[config.mk]
export PLATFORM = sky130hd
export DESIGN_NAME = fetch_stage_flat
export DESIGN_NICKNAME = d
export VERILOG_FILES = /design/src/rtl/wisc_pkg.sv /design/src/rtl/fetch_stage_if.sv /design/src/rtl/fetch_stage_pc_incr.sv /design/src/rtl/fetch_stage.sv /design/src/flat_wrapper.sv
export SDC_FILE = /design/constraint.sdc
export NUM_CORES = 1
export LEC_CHECK = 0
export CAP_MARGIN = 5
export CORE_AREA = 3 3 123 125
export CTS_CLUSTER_DIAMETER = 50
export CTS_CLUSTER_SIZE = 30
export DETAILED_ROUTE_END_ITERATION = 8
export DIE_AREA = 0 0 126 128
export PLACE_DENSITY = 0.54
export SLEW_MARGIN = 20
export SYNTH_ARGS = -nofsm -noshare
export SYNTH_HDL_FRONTEND = slang
export SYNTH_SLANG_ARGS = --single-unit
export TNS_END_PERCENT = 100
[constraint.sdc]
create_clock -name clk -period 2 [get_ports clk]
set_input_delay 0.2 -clock clk [delete_from_list [all_inputs] [get_ports clk]]
set_output_delay 0.2 -clock clk [all_outputs]
set_load 0.005 [all_outputs]
[src/rtl/wisc_pkg.sv]
// Shared WISC-S25 definitions: datapath widths, opcode constants and the
// fetch-stage state encoding. Decode imports the same opcode constants.
package wisc_pkg;

  localparam int INSTR_W = 16;
  localparam int ADDR_W  = 16;

  localparam logic [3:0] OPC_HLT = 4'hF;

  typedef enum logic [1:0] {
    ST_FETCH   = 2'd0,
    ST_HOLD    = 2'd1,
    ST_DISCARD = 2'd2,
    ST_HALTED  = 2'd3
  } fetch_state_t;

  function automatic logic [3:0] opcode_of(input logic [INSTR_W-1:0] instr);
    return instr[INSTR_W-1:INSTR_W-4];
  endfunction

endpackage

[src/rtl/fetch_stage_if.sv]
// Instruction-memory request/response channel between fetch and the
// instruction memory/cache. The fetch side is the master.
interface fetch_stage_if
  import wisc_pkg::*;
();

  logic               req;
  logic [ADDR_W-1:0]  addr;
  logic               valid;
  logic [INSTR_W-1:0] rdata;

  modport master (output req, output addr, input valid, input rdata);
  modport slave  (input req, input addr, output valid, output rdata);

endinterface

[src/rtl/fetch_stage_pc_incr.sv]
// 16-bit PC+2 adder, modulo 2^16 (0xFFFE + 2 wraps to 0x0000, no carry out).
// Shared by the sequential-fetch path and the branch-base computation.
module pc_incr
  import wisc_pkg::*;
(
  input  logic [ADDR_W-1:0] a,
  output logic [ADDR_W-1:0] sum
);

  assign sum = a + ADDR_W'(2);

endmodule

[src/rtl/fetch_stage.sv]
// WISC-S25 instruction-fetch stage: owns the PC, requests words from a
// variable-latency instruction memory and fills the IF/ID register.
// Handles stall, branch redirect/flush, in-flight response discard and HLT.
// Optional build macro FETCH_PERF_CNT_EN adds saturating perf counters
// perf_fetch_cnt and perf_stall_cnt.
//
//  state      | meaning
//  -----------+------------------------------------------------------------
//  ST_FETCH   | request at imem.addr (PC) outstanding or being answered
//  ST_HOLD    | word arrived under stall; parked in skip buffer, no request
//  ST_DISCARD | redirected while a request was in flight; drop its response
//  ST_HALTED  | HLT fetched; no requests until a branch squashes it
module fetch_stage
  import wisc_pkg::*;
#(
  parameter logic [ADDR_W-1:0] RESET_PC   = 16'h0000,
  parameter logic [3:0]        HLT_OPCODE = OPC_HLT
) (
  input  logic               clk,
  input  logic               rst,
  fetch_stage_if.master      imem,
  input  logic               stall,
  input  logic               branch_taken,
  input  logic [ADDR_W-1:0]  branch_target,
  output logic [INSTR_W-1:0] ifid_instr,
  output logic [ADDR_W-1:0]  ifid_pc_next,
  output logic               ifid_valid,
  output logic               halted
`ifdef FETCH_PERF_CNT_EN
  ,
  output logic [31:0]        perf_fetch_cnt,
  output logic [31:0]        perf_stall_cnt
`endif
);

  fetch_state_t       state;
  logic [ADDR_W-1:0]  pc;
  logic [ADDR_W-1:0]  addr;
  logic               req;
  logic [INSTR_W-1:0] hold_word;
  logic [ADDR_W-1:0]  pc_plus2;

  logic               resp;
  logic               outstanding;
  logic               wr_en;
  logic               wr_hlt;
  logic [INSTR_W-1:0] wr_word;

  pc_incr u_pc_incr (
    .a   (pc),
    .sum (pc_plus2)
  );

  // addr is kept separate from pc so DISCARD can hold the stale address
  // while pc already points at the branch target.
  assign imem.req  = req;
  assign imem.addr = addr;

  // Decode this cycle's IF/ID write and whether a request is still in flight.
  always_comb begin
    resp        = (state == ST_FETCH) && req && imem.valid;
    outstanding = ((state == ST_FETCH) && req && !imem.valid) || (state == ST_DISCARD);
    wr_word     = (state == ST_HOLD) ? hold_word : imem.rdata;
    wr_en       = !branch_taken && !stall && (resp || (state == ST_HOLD));
    wr_hlt      = wr_en && (opcode_of(wr_word) == HLT_OPCODE);
  end

  // Fetch FSM, PC, request and IF/ID register; branch beats everything but reset.
  always_ff @(posedge clk) begin
    if (rst) begin
      state        <= ST_FETCH;
      pc           <= RESET_PC;
      addr         <= RESET_PC;
      req          <= 1'b0;
      hold_word    <= '0;
      ifid_instr   <= '0;
      ifid_pc_next <= '0;
      ifid_valid   <= 1'b0;
      halted       <= 1'b0;
    end else if (branch_taken) begin
      ifid_valid <= 1'b0;
      pc         <= branch_target;
      halted     <= 1'b0;
      req        <= 1'b1;
      if (outstanding) begin
        state <= ST_DISCARD;
      end else begin
        state <= ST_FETCH;
        addr  <= branch_target;
      end
    end else if (wr_en) begin
      ifid_instr   <= wr_word;
      ifid_pc_next <= pc_plus2;
      ifid_valid   <= 1'b1;
      if (wr_hlt) begin
        state  <= ST_HALTED;
        halted <= 1'b1;
        req    <= 1'b0;
      end else begin
        state <= ST_FETCH;
        pc    <= pc_plus2;
        addr  <= pc_plus2;
        req   <= 1'b1;
      end
    end else begin
      case (state)
        ST_FETCH: begin
          req <= 1'b1;
          if (resp) begin
            // only reachable with stall=1: park the word and stop requesting
            hold_word <= imem.rdata;
            state     <= ST_HOLD;
            req       <= 1'b0;
          end else if (!stall) begin
            ifid_valid <= 1'b0;
          end
        end
        ST_DISCARD: begin
          if (imem.valid) begin
            state <= ST_FETCH;
            addr  <= pc;
          end
        end
        ST_HOLD, ST_HALTED: begin
        end
        default: state <= ST_FETCH;
      endcase
    end
  end

`ifdef FETCH_PERF_CNT_EN
  // Saturating counters of live IF/ID writes and of stalled cycles.
  always_ff @(posedge clk) begin
    if (rst) begin
      perf_fetch_cnt <= '0;
      perf_stall_cnt <= '0;
    end else begin
      if (wr_en && (perf_fetch_cnt != 32'hFFFF_FFFF))
        perf_fetch_cnt <= perf_fetch_cnt + 32'd1;
      if ((stall || (state == ST_HOLD)) && (perf_stall_cnt != 32'hFFFF_FFFF))
        perf_stall_cnt <= perf_stall_cnt + 32'd1;
    end
  end
`endif

endmodule
[src/flat_wrapper.sv]
// flat-port wrapper written by rule: the top's interface ports become plain ports
module fetch_stage_flat import wisc_pkg::*;
#(
  parameter logic [ADDR_W-1:0] RESET_PC   = 16'h0000,
  parameter logic [3:0]        HLT_OPCODE = OPC_HLT
)
  (clk, rst, stall, branch_taken, branch_target, ifid_instr, ifid_pc_next, ifid_valid, halted, imem_req, imem_addr, imem_valid, imem_rdata);
  fetch_stage_if imem_i ();
  input  logic clk;
  input  logic rst;
  input  logic stall;
  input  logic branch_taken;
  input  logic [ADDR_W-1:0] branch_target;
  output logic [INSTR_W-1:0] ifid_instr;
  output logic [ADDR_W-1:0] ifid_pc_next;
  output logic ifid_valid;
  output logic halted;
  output wire logic [$bits(imem_i.req)-1:0] imem_req;
  output wire logic [$bits(imem_i.addr)-1:0] imem_addr;
  input wire logic [$bits(imem_i.valid)-1:0] imem_valid;
  input wire logic [$bits(imem_i.rdata)-1:0] imem_rdata;
  assign imem_req = imem_i.req;
  assign imem_addr = imem_i.addr;
  assign imem_i.valid = imem_valid;
  assign imem_i.rdata = imem_rdata;
  fetch_stage #(.RESET_PC(RESET_PC), .HLT_OPCODE(HLT_OPCODE)) u_core (.clk(clk), .rst(rst), .imem(imem_i), .stall(stall), .branch_taken(branch_taken), .branch_target(branch_target), .ifid_instr(ifid_instr), .ifid_pc_next(ifid_pc_next), .ifid_valid(ifid_valid), .halted(halted));
endmodule
==> run_results.csv <==
group,metric,value,unit
sta,drv_slew,0,
setup_path,crit_chain,"nand2b_1 > mux2i_1 > buf_4 > nor2_1 > a211oi_1 > nor4bb_1",
route,drtAntennaViolNets,0,
yosys,synthMostInstantiatedCell,"dfxtp_1",
clock_network,cts_sinks,85,
placement,dp_cells,758,
setup_path,cp.arrival,2.09,ns
yosys,netlist_instances,492,
placement,dpl.hpwl,8.83,mm
job,cap_violations,0,
clock_network,clk_path_buf_depth,2,
floorplanning,die_w,126,um
layout,post-route-util,41.8,%
min_path,whs_endpoint,"u_core.imem.addr[6]",
floorplanning,fp-row-count,43,
setup_path,worstPathMaxFanout,6,
floorplanning,core,14000,um2
global_route,gr-total-overflow,0,
sta,hold_slack,0.357,ns
route,drc_errors,0,
min_path,hp-class,"in2reg",
yosys,avgSynthCellArea,8.61,um2
yosys,ys_warn_count,0,
setup_path,max_stage_delay,0.46,ns
layout,final_area,5850,um2
yosys,ys_types,52,
clock_network,cts_resized,0,
layout,final_nets,627,
setup_path,reg2reg_depth,6,
setup_path,slowest_stage,"dfxtp_1",
setup_path,endpoint_kind,"flop",
clock_network,clockRootBuffer,"clkbuf_16",
setup_path,required,2.24,ns
pwr,powerDensity,722,nW/um2
yosys,ys.flop_type,"dfxtp_1",
yosys,synthTopCellsByCount,"dfxtp_1, nor2_1, mux2i_1, a211oi_1, a21oi_1",
setup_path,worst-r2r-setup-slack,0.15,ns
pwr,power.total,4.22,mW
clock_network,cts_setup_buffers,0,
global_route,grt_max_degree,57,
sta,slew_headroom,62.9,%
yosys,syn_nets,530,
floorplanning,pin_count,88,
layout,area_growth,38.1,%
route,wirelength,12.0,mm
outcome,status,"complete, no violations",
yosys,synth_area_leaders,"dfxtp_1, mux2i_1, a211oi_1",
sta,rsz0062_at_grt,"no",
placement,gp_congestion,0.882,
sta,fin_crit_sh,92.4,%
yosys,ys_seq_area_share,40.2,%
global_route,grt_pass1_wl,20.0,mm
layout,stdcell_count,774,
route,vias,3916,
clock_network,clk_pin_slew,0.07,ns
placement,postPlaceCellArea,5560,um2
setup_path,path_class,"reg2reg",
clock_network,cts_inserted_buffers,9,
sta,finClkSkew,0.0117,ns
sta,max_freq,541,MHz
layout,diodes,0,
global_route,grt_util_all_layers,15.2,%
min_path,min_from,"rst",
yosys,synth_seq_cells,85,
sta,tns,0,ns
route,drtIter0Drc,251,
placement,io_buffers,87,
sta,worstMarginPinSlew,0.556,ns
clock_network,cts.htree.levels,3,
clock_network,cts_tree,"built",
sta,fin_ws,0.151,ns
route,drt-wirelength-per-cell,15.6,um
placement,pre_cts_slack,-0.0753,ns
setup_path,rr_endpoint,"u_core.pc[5]",
pwr,p_leak,2.26,nW
layout,drive_gt1_share,12.1,%
min_path,holdPathStages,2,
sta,fin_crit,1.85,ns
global_route,first_global_vias,3948,
sta,finalHoldViolations,0,
yosys,ys_async_sr_fraction,0,%
floorplanning,die_area,16100,um2
setup_path,r2r-start,"u_core.state[1]",
route,post_drt_via_cell_ratio,5.06,
floorplanning,fp.dieH,128,um
yosys,synth_top_area_share,40.2,%
floorplanning,start_util,30.3,%
pwr,irDropWorstVdd,355,uV
clock_network,cts_hold_buf,0,
clock_network,insertion_delay,0.35,ns
global_route,antenna_found_initial,0,
setup_path,startpoint_type,"flop",
sta,setup_viol_count_final,0,
yosys,syn-cell-area,4240,um2
yosys,netlist.top_cell.by_area,"dfxtp_1",
route,dr.pass1.iters,4,
yosys,synth_edf_count,0,
-- area by class of cell --
type | instances | area (um2)
tap | 180 | 225
clock inverter | 6 | 53.8
multi-input combinational | 347 | 2280
timing repair buffer | 135 | 1310
sequential | 85 | 1700
fill | 1410 | 8140
inverter | 11 | 41.3
clock buffer | 10 | 239
-- how the worst max path moves through the flow --
stage / from / endpoint
after detailed placement: imem_valid / u_core.imem.addr[9]
after global routing: u_core.pc[3] / u_core.imem.addr[12]
after global placement: imem_valid / u_core.imem.addr[9]
final: u_core.state[1] / u_core.pc[5]
after floorplan: u_core.pc[2] / u_core.imem.addr[11]
after CTS: u_core.state[1] / u_core.imem.req
-- per-layer routing --
| metal | wire length (um) | share of wire, % | vias to the layer above | GRT usage, % |
|---|---|---|---|---|
| li1 | - | - | 1959 | - |
| met1 | 5960 | 49 | 1830 | 21.0 |
| met2 | 5200 | 43 | 106 | 23.3 |
| met3 | 627 | 5.2 | 21 | 3.29 |
| met4 | 263 | 2.2 | 0 | 5.80 |
| met5 | 0 | 0 | - | 0 |
-- report_power, final --
part	internal, mW	switching [mW]	leakage (nW)
Combinational	0.384	0.335	1.43
Sequential	1.78	0.0707	0.695
Clock	0.898	0.751	0.142
-- cell usage in the layout, fill, tap and decap left out, drive strengths merged, types with 10 or more instances in the layout --
cell type / count
nor3: 16
nand4: 12
buf: 49
o21ai: 15
xor2: 10
a21oi: 30
a211oi: 33
inv: 14
clkdlybuf4s50: 86
nand2: 16
clkbuf: 10
nand3: 16
nor2: 60
nand2b: 19
mux2i: 35
xnor2: 23
dfxtp: 85
-- flip-flops by register name (all words and copies together), names as in the netlist --
name / flops
u_core.ifid_valid: 1
u_core.hold_word: 16
u_core.ifid_instr: 16
u_core.state: 2
u_core.halted: 1
u_core.imem.req: 1
u_core.pc: 16
u_core.imem.addr: 16
u_core.ifid_pc_next: 16
-- critical path, delay by kind of cell (launching register included) --
kind                   cells  cell delay (ns)
flip-flops                 1             0.46
AND/OR/NAND/NOR            3             0.87
AO/OA/AOI/OAI              1             0.16
multiplexers               1             0.10
buffers and inverters      1             0.16
-- cell families (layout without fill, tap and decap cells) --
kind of cell	Yosys count	after routing	synth area share, %
xor+xnor	33	33	6.82
buf+inv	60	162	6.11
compound gates	113	113	18.3
mux	35	35	8.27
simple gates	165	165	20.0
flops	85	85	40.2
fa+ha+maj	1	1	0.295
No activity file was read; power rests on OpenSTA's default activity.
